### src/rtl/tdes_pkg.sv
// rtl/tdes_pkg.sv - shared types, tables and permutations for the DES key schedule
package tdes_pkg;

   typedef enum logic [1:0] {
      IDLE = 2'd0,
      PREP = 2'd1,
      RUN  = 2'd2
   } state_t;

   // Which key slot feeds a pass and whether its subkeys run K16..K1
   typedef struct packed {
      logic [1:0] slot;
      logic       reverse;
   } pass_cfg_t;

   localparam int MAX_PASSES = 3;

   // Per-round left-rotate amounts, index 0 = round 1
   localparam logic [1:0] SHIFT_TAB [16] = '{
      2'd1, 2'd1, 2'd2, 2'd2, 2'd2, 2'd2, 2'd2, 2'd2,
      2'd1, 2'd2, 2'd2, 2'd2, 2'd2, 2'd2, 2'd2, 2'd1
   };

   localparam int PC1_TAB [56] = '{
      57, 49, 41, 33, 25, 17,  9,
       1, 58, 50, 42, 34, 26, 18,
      10,  2, 59, 51, 43, 35, 27,
      19, 11,  3, 60, 52, 44, 36,
      63, 55, 47, 39, 31, 23, 15,
       7, 62, 54, 46, 38, 30, 22,
      14,  6, 61, 53, 45, 37, 29,
      21, 13,  5, 28, 20, 12,  4
   };

   localparam int PC2_TAB [48] = '{
      14, 17, 11, 24,  1,  5,
       3, 28, 15,  6, 21, 10,
      23, 19, 12,  4, 26,  8,
      16,  7, 27, 20, 13,  2,
      41, 52, 31, 37, 47, 55,
      30, 40, 51, 45, 33, 48,
      44, 49, 39, 56, 34, 53,
      46, 42, 50, 36, 29, 32
   };

   function automatic int num_passes(input int num_keys);
      return (num_keys == 1) ? 1 : MAX_PASSES;
   endfunction

   // Table bit n (1-based, MSB first) maps to key[64-n]
   function automatic logic [55:0] pc1(input logic [63:0] key);
      logic [55:0] cd;
      for (int i = 0; i < 56; i++) cd[55 - i] = key[64 - PC1_TAB[i]];
      return cd;
   endfunction

   function automatic logic [47:0] pc2(input logic [55:0] cd);
      logic [47:0] sk;
      for (int i = 0; i < 48; i++) sk[47 - i] = cd[56 - PC2_TAB[i]];
      return sk;
   endfunction

   // Rotates C and D halves independently by 1 or 2 positions
   function automatic logic [55:0] rotate_cd(input logic [55:0] cd, input logic left,
                                             input logic two);
      logic [27:0] c;
      logic [27:0] d;
      c = cd[55:28];
      d = cd[27:0];
      if (left) begin
         if (two) begin
            c = {c[25:0], c[27:26]};
            d = {d[25:0], d[27:26]};
         end else begin
            c = {c[26:0], c[27]};
            d = {d[26:0], d[27]};
         end
      end else begin
         if (two) begin
            c = {c[1:0], c[27:2]};
            d = {d[1:0], d[27:2]};
         end else begin
            c = {c[0], c[27:1]};
            d = {d[0], d[27:1]};
         end
      end
      return {c, d};
   endfunction

   // EDE ordering: decrypt walks the keys backwards with directions flipped
   function automatic pass_cfg_t pass_select(input logic [1:0] pass, input logic decrypt,
                                             input logic three_key);
      pass_cfg_t cfg;
      case (pass)
         2'd0: begin
            cfg.slot    = (decrypt && three_key) ? 2'd2 : 2'd0;
            cfg.reverse = decrypt;
         end
         2'd1: begin
            cfg.slot    = 2'd1;
            cfg.reverse = !decrypt;
         end
         default: begin
            cfg.slot    = (!decrypt && three_key) ? 2'd2 : 2'd0;
            cfg.reverse = decrypt;
         end
      endcase
      return cfg;
   endfunction

endpackage

### src/rtl/des_cd_rotator.sv
// rtl/des_cd_rotator.sv - 56-bit C/D register with load and 1/2-bit rotate
module des_cd_rotator
   import tdes_pkg::*;
(
   input  logic        clk,
   input  logic        n_rst,
   input  logic        load,
   input  logic [55:0] load_cd,
   input  logic        shift_en,
   input  logic        shift_left,
   input  logic        shift_two,
   output logic [55:0] cd
);

   logic [55:0] cd_q;

   // Load wins over rotate; otherwise hold
   always_ff @(posedge clk or negedge n_rst) begin
      if (!n_rst) begin
         cd_q <= '0;
      end else if (load) begin
         cd_q <= load_cd;
      end else if (shift_en) begin
         cd_q <= rotate_cd(cd_q, shift_left, shift_two);
      end
   end

   assign cd = cd_q;

endmodule

### src/rtl/tdes_key_schedule.sv
// rtl/tdes_key_schedule.sv - DES/3DES round subkey streamer with key slots
module tdes_key_schedule
   import tdes_pkg::*;
#(
   parameter int NUM_KEYS = 3,
   parameter int ROUNDS   = 16
) (
   input  logic        clk,
   input  logic        n_rst,
   input  logic        key_load,
   input  logic [1:0]  key_sel,
   input  logic [63:0] key_in,
   input  logic        start,
   input  logic        decrypt,
   input  logic        abort,
   output logic [47:0] subkey,
   output logic        subkey_valid,
   input  logic        subkey_ready,
   output logic [3:0]  subkey_round,
   output logic [1:0]  subkey_pass,
   output logic        subkey_last,
   output logic        busy,
   output logic        done,
   output logic        keys_ready
);

   localparam int         NUM_PASSES = num_passes(NUM_KEYS);
   localparam logic [3:0] LAST_ROUND = 4'(ROUNDS - 1);
   localparam logic [1:0] LAST_PASS  = 2'(NUM_PASSES - 1);
   localparam logic       THREE_KEY  = (NUM_KEYS == 3);

   state_t      state_q, state_d;
   logic [63:0] key_q [3];
   logic [2:0]  loaded_q;
   logic        decrypt_q;
   logic [1:0]  pass_q;
   logic [3:0]  round_q;
   logic        done_q;
   logic [55:0] cd;
   pass_cfg_t   cfg;
   logic [63:0] pass_key;
   logic [55:0] prep_cd;
   logic        shift_two;
   logic        cd_load, cd_shift, advance, pass_end, seq_end;

   assign keys_ready = &loaded_q[NUM_KEYS-1:0];

   // Key slots are writable only while idle so a running sequence sees stable keys
   always_ff @(posedge clk or negedge n_rst) begin
      if (!n_rst) begin
         for (int i = 0; i < 3; i++) key_q[i] <= '0;
         loaded_q <= '0;
      end else if (state_q == IDLE && key_load) begin
         for (int i = 0; i < NUM_KEYS; i++) begin
            if (key_sel == 2'(i)) begin
               key_q[i]    <= key_in;
               loaded_q[i] <= 1'b1;
            end
         end
      end
   end

   // Pass key and rotate amount for the current pass/round
   always_comb begin
      cfg = pass_select(pass_q, decrypt_q, THREE_KEY);
      case (cfg.slot)
         2'd1:    pass_key = key_q[1];
         2'd2:    pass_key = key_q[2];
         default: pass_key = key_q[0];
      endcase
      prep_cd   = cfg.reverse ? pc1(pass_key)
                              : rotate_cd(pc1(pass_key), 1'b1, SHIFT_TAB[0] == 2'd2);
      shift_two = cfg.reverse ? (SHIFT_TAB[4'd15 - round_q] == 2'd2)
                              : (SHIFT_TAB[round_q + 4'd1] == 2'd2);
   end

   // State register
   always_ff @(posedge clk or negedge n_rst) begin
      if (!n_rst) state_q <= IDLE;
      else        state_q <= state_d;
   end

   // Next-state and per-cycle control decode; abort outranks everything
   always_comb begin
      state_d  = state_q;
      cd_load  = 1'b0;
      cd_shift = 1'b0;
      advance  = 1'b0;
      pass_end = 1'b0;
      seq_end  = 1'b0;
      case (state_q)
         IDLE: begin
            if (start && keys_ready && !abort) state_d = PREP;
         end
         PREP: begin
            if (abort) begin
               state_d = IDLE;
            end else begin
               cd_load = 1'b1;
               state_d = RUN;
            end
         end
         RUN: begin
            if (abort) begin
               state_d = IDLE;
            end else if (subkey_ready) begin
               advance = 1'b1;
               if (round_q == LAST_ROUND) begin
                  pass_end = 1'b1;
                  if (pass_q == LAST_PASS) begin
                     seq_end = 1'b1;
                     state_d = IDLE;
                  end else begin
                     state_d = PREP;
                  end
               end else begin
                  cd_shift = 1'b1;
               end
            end
         end
         default: state_d = IDLE;
      endcase
   end

   // Round/pass counters, latched mode and done pulse
   always_ff @(posedge clk or negedge n_rst) begin
      if (!n_rst) begin
         decrypt_q <= 1'b0;
         pass_q    <= '0;
         round_q   <= '0;
         done_q    <= 1'b0;
      end else begin
         done_q <= seq_end;
         if (state_q == IDLE) begin
            pass_q  <= '0;
            round_q <= '0;
            if (state_d == PREP) decrypt_q <= decrypt;
         end else if (state_d == IDLE) begin
            pass_q  <= '0;
            round_q <= '0;
         end else if (pass_end) begin
            pass_q  <= pass_q + 2'd1;
            round_q <= '0;
         end else if (advance) begin
            round_q <= round_q + 4'd1;
         end
      end
   end

   des_cd_rotator u_rotator (
      .clk        (clk),
      .n_rst      (n_rst),
      .load       (cd_load),
      .load_cd    (prep_cd),
      .shift_en   (cd_shift),
      .shift_left (!cfg.reverse),
      .shift_two  (shift_two),
      .cd         (cd)
   );

   assign subkey       = pc2(cd);
   assign subkey_valid = (state_q == RUN);
   assign subkey_round = round_q;
   assign subkey_pass  = pass_q;
   assign subkey_last  = (state_q == RUN) && (pass_q == LAST_PASS) && (round_q == LAST_ROUND);
   assign busy         = (state_q != IDLE);
   assign done         = done_q;

endmodule

### config.mk
export PLATFORM = sky130hd
export DESIGN_NAME = tdes_key_schedule
export DESIGN_NICKNAME = d
export VERILOG_FILES = /design/src/rtl/tdes_pkg.sv /design/src/rtl/des_cd_rotator.sv /design/src/rtl/tdes_key_schedule.sv
export SDC_FILE = /design/constraint.sdc
export NUM_CORES = 1
export LEC_CHECK = 0
export CAP_MARGIN = 20
export CORE_MARGIN = 2
export CORE_UTILIZATION = 66
export CTS_BUF_LIST = sky130_fd_sc_hd__clkbuf_8
export DETAILED_ROUTE_END_ITERATION = 8
export DONT_BUFFER_PORTS = 1
export PLACE_DENSITY_LB_ADDON = 0.15
export SLEW_MARGIN = 20
export SYNTH_ARGS = -nofsm -noshare
export SYNTH_HDL_FRONTEND = slang
export SYNTH_SLANG_ARGS = --single-unit
### constraint.sdc
create_clock -name clk -period 3.2 [get_ports clk]
set_input_delay 0.8 -clock clk [delete_from_list [all_inputs] [get_ports clk]]
set_output_delay 0.8 -clock clk [all_outputs]
set_load 0.1 [all_outputs]
Word level (Yosys, flattened, before mapping)
Memories as Yosys holds them, arrays and structs flattened.
Index checks and enable logic that the tools add are counted.
{"block": "word_totals", "in_bits": 73, "output_inout_bits": 59, "mem_bits_rw": 0, "wordCells": 103, "latch_bits": 0, "mem_bits_ro": 64, "memories": 2, "regBits": 261}
{"block": "classes", "reduce_logical": 20, "n_mux": 50, "n_mul": 0, "magnitude_cmp": 2, "n_bitwise": 2, "div": 0, "shifts": 0, "n_addsub": 3, "eq_ne": 12}
{"name": "(name not given)", "words": 16, "word_bits": 2, "rd": 1, "rd_clocked_by_memory_dff": 0, "wr": 0, "line_no": "tdes_key_schedule.sv:74", "source": ": (SHIFT_TAB[round_q + 4'd1] == 2'd2);"}
{"name": "(name not given)", "words": 16, "word_bits": 2, "rd": 1, "rd_clocked_by_memory_dff": 0, "wr": 0, "line_no": "tdes_key_schedule.sv:73", "source": "shift_two = cfg.reverse ? (SHIFT_TAB[4'd15 - round_q] == 2'd2)"}
{"op": "2-to-1 mux 28 bit", "n": 6}
{"op": "2-to-1 mux 56 bit", "n": 3}
{"op": "case mux 64 bit (2 select lines)", "n": 1}
{"op": "2-to-1 mux 2 bit", "n": 14}
{"op": "2-to-1 mux 1 bit", "n": 20}
{"op": "2-to-1 mux 4 bit", "n": 4}
{"op": "== test 2 bit, second input constant", "n": 6}
{"op": "== test 2 x 1 -> 1 bit, second input constant", "n": 5}
{"op": "greater-or-equal comparator 5 bit, second input constant", "n": 2}
{"op": "NOT 4 -> 5 bit", "n": 2}
{"op": "zero test 2 bit", "n": 4}
{"op": "AND reduction 2 bit", "n": 4}
{"op": "case mux 2 bit (3 select lines)", "n": 1}
{"op": "case mux 3 bit (2 select lines)", "n": 1}
{"op": "logical AND 1 bit", "n": 5}
{"op": "adder 4 x 1 -> 4 bit, second input constant", "n": 1}
{"op": "== test 4 bit, second input constant", "n": 1}
{"op": "nonzero test 2 bit", "n": 2}
{"op": "nonzero test 4 bit", "n": 1}
{"op": "subtractor 4 bit, first input constant", "n": 1}
{"op": "AND reduction 3 bit", "n": 1}
{"op": "nonzero test 3 bit", "n": 1}
{"op": "adder 2 x 1 -> 2 bit, second input constant", "n": 1}
{"op": "zero test 1 bit", "n": 2}

Longest topological paths before layout
Gate-level depths: netlist (run 1).
{"block": "logic_depth", "depth_word": 11, "ltp_mapped": 12}

Hierarchy
Synthesis (run 1) repeated with hierarchy kept, for this count alone.
{"block": "hier_totals", "hier_cells": 1028, "hier_area_um2": 12922.4}
{"module": "tdes_key_schedule", "area_each_um2": 8775.9, "n_inst": 1, "cells_each": 711}
{"module": "des_cd_rotator", "area_each_um2": 4146.5, "n_inst": 1, "cells_each": 317}

Worst setup path before layout (run 1)
Ideal clock, no wire load.
{"block": "synth_path", "path_kind": "register to output", "startpoint": "reg state_q[0]", "endpoint": "out subkey_last", "path_buffers": 0, "path_stages_with_launch": 3, "required_ps": 2400, "arrival_time_ps": 2819, "slack_ps": -419, "cell_sequence": "dfrtp_1 -> nor2b_1 -> and3_1"}
{"block": "synth_between", "elab_chain_cells": 3}
{"element": "from (decl)", "line_no": "tdes_key_schedule.sv:32", "source": "state_t state_q, state_d;"}
{"element": "from (signal assigned)", "line_no": "tdes_key_schedule.sv:80", "source": "else state_q <= state_d;"}
{"element": "== test 2 bit"}
{"element": "via subkey_valid", "line_no": "tdes_key_schedule.sv:17", "source": "output logic subkey_valid,"}
{"element": "logical AND 1 bit (2 in a row)", "line_no": "tdes_key_schedule.sv:165", "source": "assign subkey_last = (state_q == RUN) && (pass_q == LAST_PASS) && (round_q == LAST_ROUND);"}
{"element": "to (decl)", "line_no": "tdes_key_schedule.sv:21", "source": "output logic subkey_last,"}
The timed path passes the listed nets, and every way through them passes these cells.

Final worst setup path (run 1)
{"block": "layout_path", "startpoint": "reg pass_q[0] (netlist: subkey_pass[0])", "endpoint": "reg u_rotator.cd_q[41] (netlist: u_rotator.cd[41])"}
{"block": "layout_between", "elab_chain_cells": 7}
{"element": "from (decl)", "line_no": "tdes_key_schedule.sv:36", "source": "logic [1:0] pass_q;"}
{"element": "from (signal assigned)", "line_no": "tdes_key_schedule.sv:142", "source": "pass_q <= pass_q + 2'd1;"}
{"element": "== test 2 x 1 -> 1 bit / zero test 2 bit (equally long branches)", "line_no": "tdes_pkg.sv:94", "source": "case (pass)"}
{"element": "case mux 3 bit (2 select lines) (*)", "line_no": "tdes_pkg.sv:94"}
{"element": "2-to-1 mux 1 bit", "line_no": "tdes_key_schedule.sv:73"}
{"element": "2-to-1 mux 28 bit, on equally long branches", "line_no": "tdes_pkg.sv:71, tdes_pkg.sv:79"}
{"element": "2-to-1 mux 28 bit", "line_no": "tdes_pkg.sv:70", "source": "if (left) begin"}
{"element": "2-to-1 mux 56 bit", "line_no": "des_cd_rotator.sv:23", "source": "end else if (shift_en) begin"}
{"element": "2-to-1 mux 56 bit (*)", "line_no": "des_cd_rotator.sv:21", "source": "end else if (load) begin"}
{"element": "to (signal assigned)", "line_no": "des_cd_rotator.sv:22", "source": "cd_q <= load_cd;"}
{"element": "to (signal assigned)", "line_no": "des_cd_rotator.sv:24", "source": "cd_q <= rotate_cd(cd_q, shift_left, shift_two);"}
{"element": "to (decl)", "line_no": "des_cd_rotator.sv:15", "source": "logic [55:0] cd_q;"}
Every way passes the cells marked *; elsewhere a longest branch is shown, timed or not. The select of a mux whose other input is x is not followed.
A chain may end at the register's enable or synchronous reset.

==> flow_metrics.env, run 1 <==
export IMPL_status="finished with violations"
export IMPL_violations="negative hold slack"
export IMPL_end_kind="flop"
export IMPL_drt_wirelength_per_cell_um=22.78
export IMPL_die_w_um=143.3
export IMPL_dp_slack_ns=0.3162
export IMPL_core_um2=18890
export IMPL_gr_total_overflow=0
export IMPL_synth_top_family_by_area="multiplexers"
export IMPL_design_portCount=132
export IMPL_vdd_ir_drop_max_v=0.0005414
export IMPL_setup_tns_ns=0
export IMPL_clockRootBuffer="clkbuf_8"
export IMPL_antennaDiodeCount=0
export IMPL_track_usage_pct=30.37
export IMPL_synth_compound_area_share_pct=18.07
export IMPL_leakage_nw=6.039
export IMPL_cts_htree_levels=2
export IMPL_critPathRequiredTime_ns=3.63
export IMPL_syn_area_um2=12800
export IMPL_r2r_start="subkey_pass[0]$_DFFE_PN0P_"
export IMPL_reg2reg_setup_slack_ns=0.19
export IMPL_drt_pass1_iter_count=5
export IMPL_gp_congestion=0.8445
export IMPL_max_freq_mhz=332.2
export IMPL_cpLargestDelayFamily="compound AO/OA/AOI/OAI gates"
export IMPL_antenna_found_initial=0
export IMPL_numCtsBuffers=40
export IMPL_synthCells=1135
export IMPL_crit_arrival_ns=3.44
export IMPL_die_h_um=143.3
export IMPL_synth_xor_area_share_pct=0.2052
export IMPL_grt_pass1_wl_mm=48.54
export IMPL_setup_ws_ns=0.1900
export IMPL_numPortBuffers=0
export IMPL_instances_no_fill=1360
export IMPL_grt_max_degree=238
export IMPL_synth_area_mux_share_pct=23.14
export IMPL_avgViaCountPerCell=6.758
export IMPL_drt_initial_drc_count=867
export IMPL_clock_sinks=237
export IMPL_final_nets=1155
export IMPL_maxCapViolations=0
export IMPL_post_place_cells=1292
export IMPL_ys_seq_elements=237
export IMPL_cp_cell_sequence="inv_1, ha_1, nand2b_1, a31oi_4, buf_4, a222oi_1, o22ai_1, a211o_1"
export IMPL_cts_tree="built"
export IMPL_synth_fp_nets=1216
export IMPL_crit_cells=8
export IMPL_num_vias=9191
export IMPL_p_sw_mw=5.856
export IMPL_route_detailed_drc=0
export IMPL_yosys_most_used_dff="dfrtp_1"
export IMPL_finalPower_mw=12.72
export IMPL_r2r_cells=8
export IMPL_fill_cells=1429
export IMPL_final_layout_size_suffix_gt1_share_pct=30.09
export IMPL_finalCritPeriodShare_pct=94.06
export IMPL_rows=50
export IMPL_startpoint_type="flop"
export IMPL_hold_ws_ns=-0.03737
export IMPL_path_clk_slew_ns=0.06
export IMPL_max_stage_delay_ns=0.65
export IMPL_antenna_left=0
export IMPL_grt_pass1_vias=8917
export IMPL_synthAdderAreaFrac_pct=0.7818
export IMPL_rsz0062_at_grt="no"
export IMPL_drv_slew=0
export IMPL_synthToLayoutAreaGrowth_pct=6.029
export IMPL_p_per_area_nw_per_um2=937.3
export IMPL_finalSetupViolCount=0
export IMPL_die_area_um2=20530
export IMPL_slew_headroom_pct=25.25
export IMPL_critPathBufInv=2
export IMPL_worst_pin_slew_ns=1.121
export IMPL_hp_class="primary input to async pin"
export IMPL_finalHoldViolCount=28
export IMPL_synthArstFlopShare_pct=100.0
export IMPL_critPathMaxFanout=31
export IMPL_seqPwrFrac_pct=54.5
export IMPL_finClkSkew_ns=0.02066
export IMPL_clock_path_buffers=3
export IMPL_dp_hpwl_mm=20.08
export IMPL_min_period_ns=3.010
export IMPL_p_clk_share_pct=20.2
export IMPL_drt_wl_total_mm=30.98
export IMPL_switching_share_pct=46.03
export IMPL_yosysWarnings=0
export IMPL_ys_seq_area_share_pct=46.32
export IMPL_postSynthAreaPerCell_um2=11.28
export IMPL_cts_resized=0
export IMPL_synth_simple_area_share_pct=5.091
export IMPL_reg2reg_to="u_rotator.cd[41]$_DFFE_PN0P_"
export IMPL_p_int_mw=6.868
export IMPL_slowest_stage="a222oi_1"
export IMPL_synth_edf_count=0
export IMPL_yosys_cell_types_count=57
export IMPL_p_comb_share_pct=25.3
export IMPL_clkLatencyLatePin_ns=0.55
export IMPL_initial_core_util_pct=67.77
export IMPL_critical_path_class="flop to flop"
repair_timing:
item                       4_1_cts  5_1_grt
buffers inserted                 0        0
hold endpoints to repair       237      237
setup endpoints to repair        0        0
stage by stage:
step	util [%]	area, um2
2_1_floorplan	-	12810
3_3_place_gp	67.81	12810
3_5_place_dp	67.81	12810
4_1_cts	71.85	13580
5_1_grt	71.85	13580
6_report	71.85	13580
layout make-up:
class	count	area (um2)	share of cell area, %
multi-input combinational	744	6123	45.11
sequential	237	5931	43.69
clock buffer	49	674.4	4.968
timing repair buffer	41	395.4	2.912
tap	260	325.3	2.396
clock inverter	19	88.84	0.6544
inverter	10	37.54	0.2765
power by group through the flow:
| stage | registers [mW] | logic, mW | clock network [mW] |
|---|---|---|---|
| 6_report | 6.94 | 3.22 | 2.57 |
| 3_5_place_dp | 6.96 | 3.16 | 0 |
| 2_1_floorplan | 4.54 | 4.94 | 0 |
| 3_3_place_gp | 6.92 | 3.09 | 0 |
| 4_1_cts | 6.91 | 3.18 | 2.63 |
| 5_1_grt | 7.06 | 3.48 | 2.78 |
routing by layer:
metal,wire length (um),vias to the layer above,GRT usage [%]
met5,0,-,0
met4,552,0,8.101
met3,3135,45,9.088
met2,13420,341,43.57
met1,13880,4643,45.28
li1,-,4162,-
state kept, by name (all words and copies together), names as in the netlist:
register	cells
state_q	2
u_rotator.cd	56
subkey_round	4
done	1
decrypt_q	1
loaded_q	3
key_q	168
subkey_pass	2
placed cells by master, fill, tap and decap left out, drive strengths merged, types with 34 or more instances in the layout:
master / n
a211o: 39
buf: 41
o21ai: 61
mux2i: 53
o22ai: 44
nand2: 38
mux2: 216
a21oi: 75
a222oi: 44
clkbuf: 49
nor2: 34
dfrtp: 237
synthesized netlist by cell type, types with 6 or more instances:
| master | number | area (um2) |
|---|---|---|
| mux2_2 | 216 | 2432 |
| dfrtp_1 | 237 | 5931 |
| a22oi_1 | 9 | 67.56 |
| o21ai_0 | 61 | 305.3 |
| a222oi_1 | 44 | 440.4 |
| nand3_1 | 9 | 45.04 |
| o211ai_1 | 6 | 45.04 |
| or2_2 | 6 | 37.54 |
| a221oi_1 | 7 | 61.31 |
| buf_1 | 6 | 22.52 |
| buf_4 | 52 | 390.4 |
| inv_1 | 10 | 37.54 |
| a21oi_1 | 75 | 375.4 |
| mux2i_1 | 53 | 530.5 |
| a31oi_1 | 6 | 37.54 |
| nor2b_1 | 6 | 37.54 |
| nand2_1 | 38 | 142.6 |
| o22ai_1 | 44 | 275.3 |
| nor2_1 | 34 | 127.6 |
| nor3_1 | 8 | 40.04 |
| a32oi_1 | 8 | 70.07 |
| clkbuf_1 | 65 | 244.0 |
| buf_2 | 18 | 90.09 |
| ha_1 | 8 | 100.1 |
| a211o_1 | 39 | 341.6 |
| nand2b_1 | 7 | 43.79 |
worst reg2reg max path: stages, from the launching register on:
cell and delay [ns]:
dfrtp_1 0.42, inv_1 0.11, ha_1 0.44, nand2b_1 0.27, a31oi_4 0.16, buf_4 0.29
a222oi_1 0.67, o22ai_1 0.27, a211o_1 0.27
cell families after synthesis:
logic type | after synthesis
AO/OA/AOI/OAI | 331
multiplexers | 269
flip-flops | 237
buffers and inverters | 154
AND/OR/NAND/NOR | 133
adder cells (fa/ha/maj) | 8
XOR/XNOR | 3
how the worst max path moves through the flow:
| stage | from | endpoint | slack, ns |
|---|---|---|---|
| after global routing | subkey_pass[0]$_DFFE_PN0P_ | u_rotator.cd[41]$_DFFE_PN0P_ | 0.06 |
| after floorplan | subkey_round[0]$_DFFE_PN0P_ | u_rotator.cd[45]$_DFFE_PN0P_ | 0.01 |
| after CTS | subkey_pass[0]$_DFFE_PN0P_ | u_rotator.cd[1]$_DFFE_PN0P_ | 0.27 |
| after global placement | subkey_pass[0]$_DFFE_PN0P_ | u_rotator.cd[41]$_DFFE_PN0P_ | 0.37 |
| after detailed placement | subkey_pass[0]$_DFFE_PN0P_ | u_rotator.cd[41]$_DFFE_PN0P_ | 0.32 |
| final | subkey_pass[0]$_DFFE_PN0P_ | u_rotator.cd[41]$_DFFE_PN0P_ | 0.19 |
No activity file was read; power rests on OpenSTA's default activity.
==> run 2: changes to the inputs <==
- PLACE_DENSITY_LB_ADDON: 0.15 -> 0.12
- TNS_END_PERCENT: default -> 1
==> flow_metrics.env, run 2 (synthesis results as in run 1) <==
export IMPL_slew_headroom_pct=25.02
export IMPL_final_util_pct=71.88
export IMPL_setup_tns_ns=0
export IMPL_drt_pass1_iter_count=7
export IMPL_gr_total_overflow=0
export IMPL_grt_max_degree=238
export IMPL_die_h_um=143.3
export IMPL_track_usage_pct=30.74
export IMPL_finClkSkew_ns=0.01943
export IMPL_cp_cell_sequence="inv_1, ha_1, nand2b_1, a31oi_4, buf_4, a222oi_1, o21ai_0, a221o_1"
export IMPL_grt_pass1_wl_mm=49.21
export IMPL_p_clk_share_pct=20.2
export IMPL_final_cell_mix="dfrtp_1, mux2_2, a21oi_1"
export IMPL_final_layout_size_suffix_gt1_share_pct=30.03
export IMPL_top_register="key_q"
export IMPL_cts_tree="built"
export IMPL_dp_slack_ns=0.4054
export IMPL_cpLargestDelayFamily="compound AO/OA/AOI/OAI gates"
export IMPL_post_cts_buffers=0
export IMPL_max_stage_delay_ns=0.76
export IMPL_numCtsBuffers=40
export IMPL_finalCritPeriodShare_pct=89.97
export IMPL_rows=50
export IMPL_switching_share_pct=46.11
export IMPL_synthToLayoutAreaGrowth_pct=6.068
export IMPL_post_place_cells=1291
export IMPL_critPathRequiredTime_ns=3.62
export IMPL_p_comb_share_pct=25.2
export IMPL_setup_ws_ns=0.3209
export IMPL_seqPwrFrac_pct=54.6
export IMPL_critPathMaxFanout=34
export IMPL_clock_sinks=237
export IMPL_crit_arrival_ns=3.30
export IMPL_end_kind="flop"
export IMPL_worst_pin_slew_ns=1.125
export IMPL_p_int_mw=6.857
export IMPL_cts_resized=0
export IMPL_clock_path_buffers=3
export IMPL_violations="negative hold slack"
export IMPL_drt_wl_total_mm=31.15
export IMPL_grt_pass1_vias=8880
export IMPL_avgViaCountPerCell=6.788
export IMPL_drt_wirelength_per_cell_um=22.92
export IMPL_cts_htree_levels=2
export IMPL_place_area_um2=12820
export IMPL_finalPower_mw=12.73
export IMPL_instances_no_fill=1359
export IMPL_p_per_area_nw_per_um2=937.0
export IMPL_hp_class="primary input to async pin"
export IMPL_core_um2=18890
export IMPL_drt_initial_drc_count=916
export IMPL_initial_core_util_pct=67.77
export IMPL_antenna_found_initial=0
export IMPL_numPortBuffers=0
export IMPL_max_freq_mhz=347.3
export IMPL_hold_ws_ns=-0.04862
export IMPL_p_sw_mw=5.868
export IMPL_critical_path_class="flop to flop"
export IMPL_rsz0062_at_grt="no"
export IMPL_clkLatencyLatePin_ns=0.54
export IMPL_final_nets=1154
export IMPL_path_clk_slew_ns=0.06
export IMPL_largest_reg_flops=168
export IMPL_antenna_left=0
export IMPL_stdcell_area_um2=13580
export IMPL_layout_commonest_cell="dfrtp_1"
export IMPL_gp_congestion=0.8411
export IMPL_drv_slew=0
export IMPL_vdd_ir_drop_max_v=0.0005213
export IMPL_antennaDiodeCount=0
export IMPL_slowest_stage="a222oi_1"
export IMPL_leakage_nw=6.038
export IMPL_route_detailed_drc=0
export IMPL_finalSetupViolCount=0
export IMPL_maxCapViolations=0
export IMPL_die_w_um=143.3
export IMPL_die_area_um2=20530
export IMPL_finalHoldViolCount=48
export IMPL_min_period_ns=2.879
export IMPL_clockRootBuffer="clkbuf_8"
export IMPL_critPathBufInv=2
export IMPL_num_vias=9225
export IMPL_design_portCount=132
export IMPL_startpoint_type="flop"
export IMPL_status="finished with violations"
export IMPL_dp_hpwl_mm=20.41
-- run 2: power by group through the flow --
stage	clock network (mW)	registers (mW)	logic, mW
global placement	0	6.92	3.09
floorplan	0	4.54	4.94
finish	2.57	6.94	3.21
CTS	2.62	6.92	3.17
detailed placement	0	6.97	3.16
global route	2.77	7.08	3.49
-- run 2: routing by layer --
layer / global-route usage, % / vias to the layer above / wire, um
met1: 46.50 / 4680 / 13790
met5: 0 / - / 0
li1: - / 4167 / -
met2: 43.74 / 339 / 13840
met4: 7.379 / 0 / 544
met3: 9.222 / 39 / 2982
-- run 2: layout make-up --
cell class / instances / area, um2
well taps: 260 / 325.3
flip-flops and latches: 237 / 5931
multi-input cells: 744 / 6123
clock buffers: 49 / 674.4
repair buffers: 40 / 400.4
inverters: 10 / 37.54
fillers: 1377 / 5313
clock inverters: 19 / 88.84
-- run 2: final timing paths --
check,from,to,slack [ns],cells past startpoint
setup reg to reg,subkey_pass[0]$_DFFE_PN0P_,u_rotator.cd[23]$_DFFE_PN0P_,0.32,8
min in group clk,abort,state_q[1]$_DFF_PN0_,0.32,1
hold / removal,n_rst,loaded_q[1]$_DFFE_PN0P_,-0.05,0
hold reg to reg,loaded_q[1]$_DFFE_PN0P_,loaded_q[1]$_DFFE_PN0P_,0.46,1
setup / recovery,subkey_pass[0]$_DFFE_PN0P_,u_rotator.cd[23]$_DFFE_PN0P_,0.32,8
max in group asynchronous,n_rst,u_rotator.cd[18]$_DFFE_PN0P_,2.92,0
-- run 2: worst reg2reg max path, delay by kind of cell, from the launching register on --
| kind | cells | cell delay, ns |
|---|---|---|
| compound gates | 4 | 1.44 |
| fa+ha+maj | 1 | 0.28 |
| buf+inv | 2 | 0.38 |
| flops | 1 | 0.41 |
| simple gates | 1 | 0.26 |
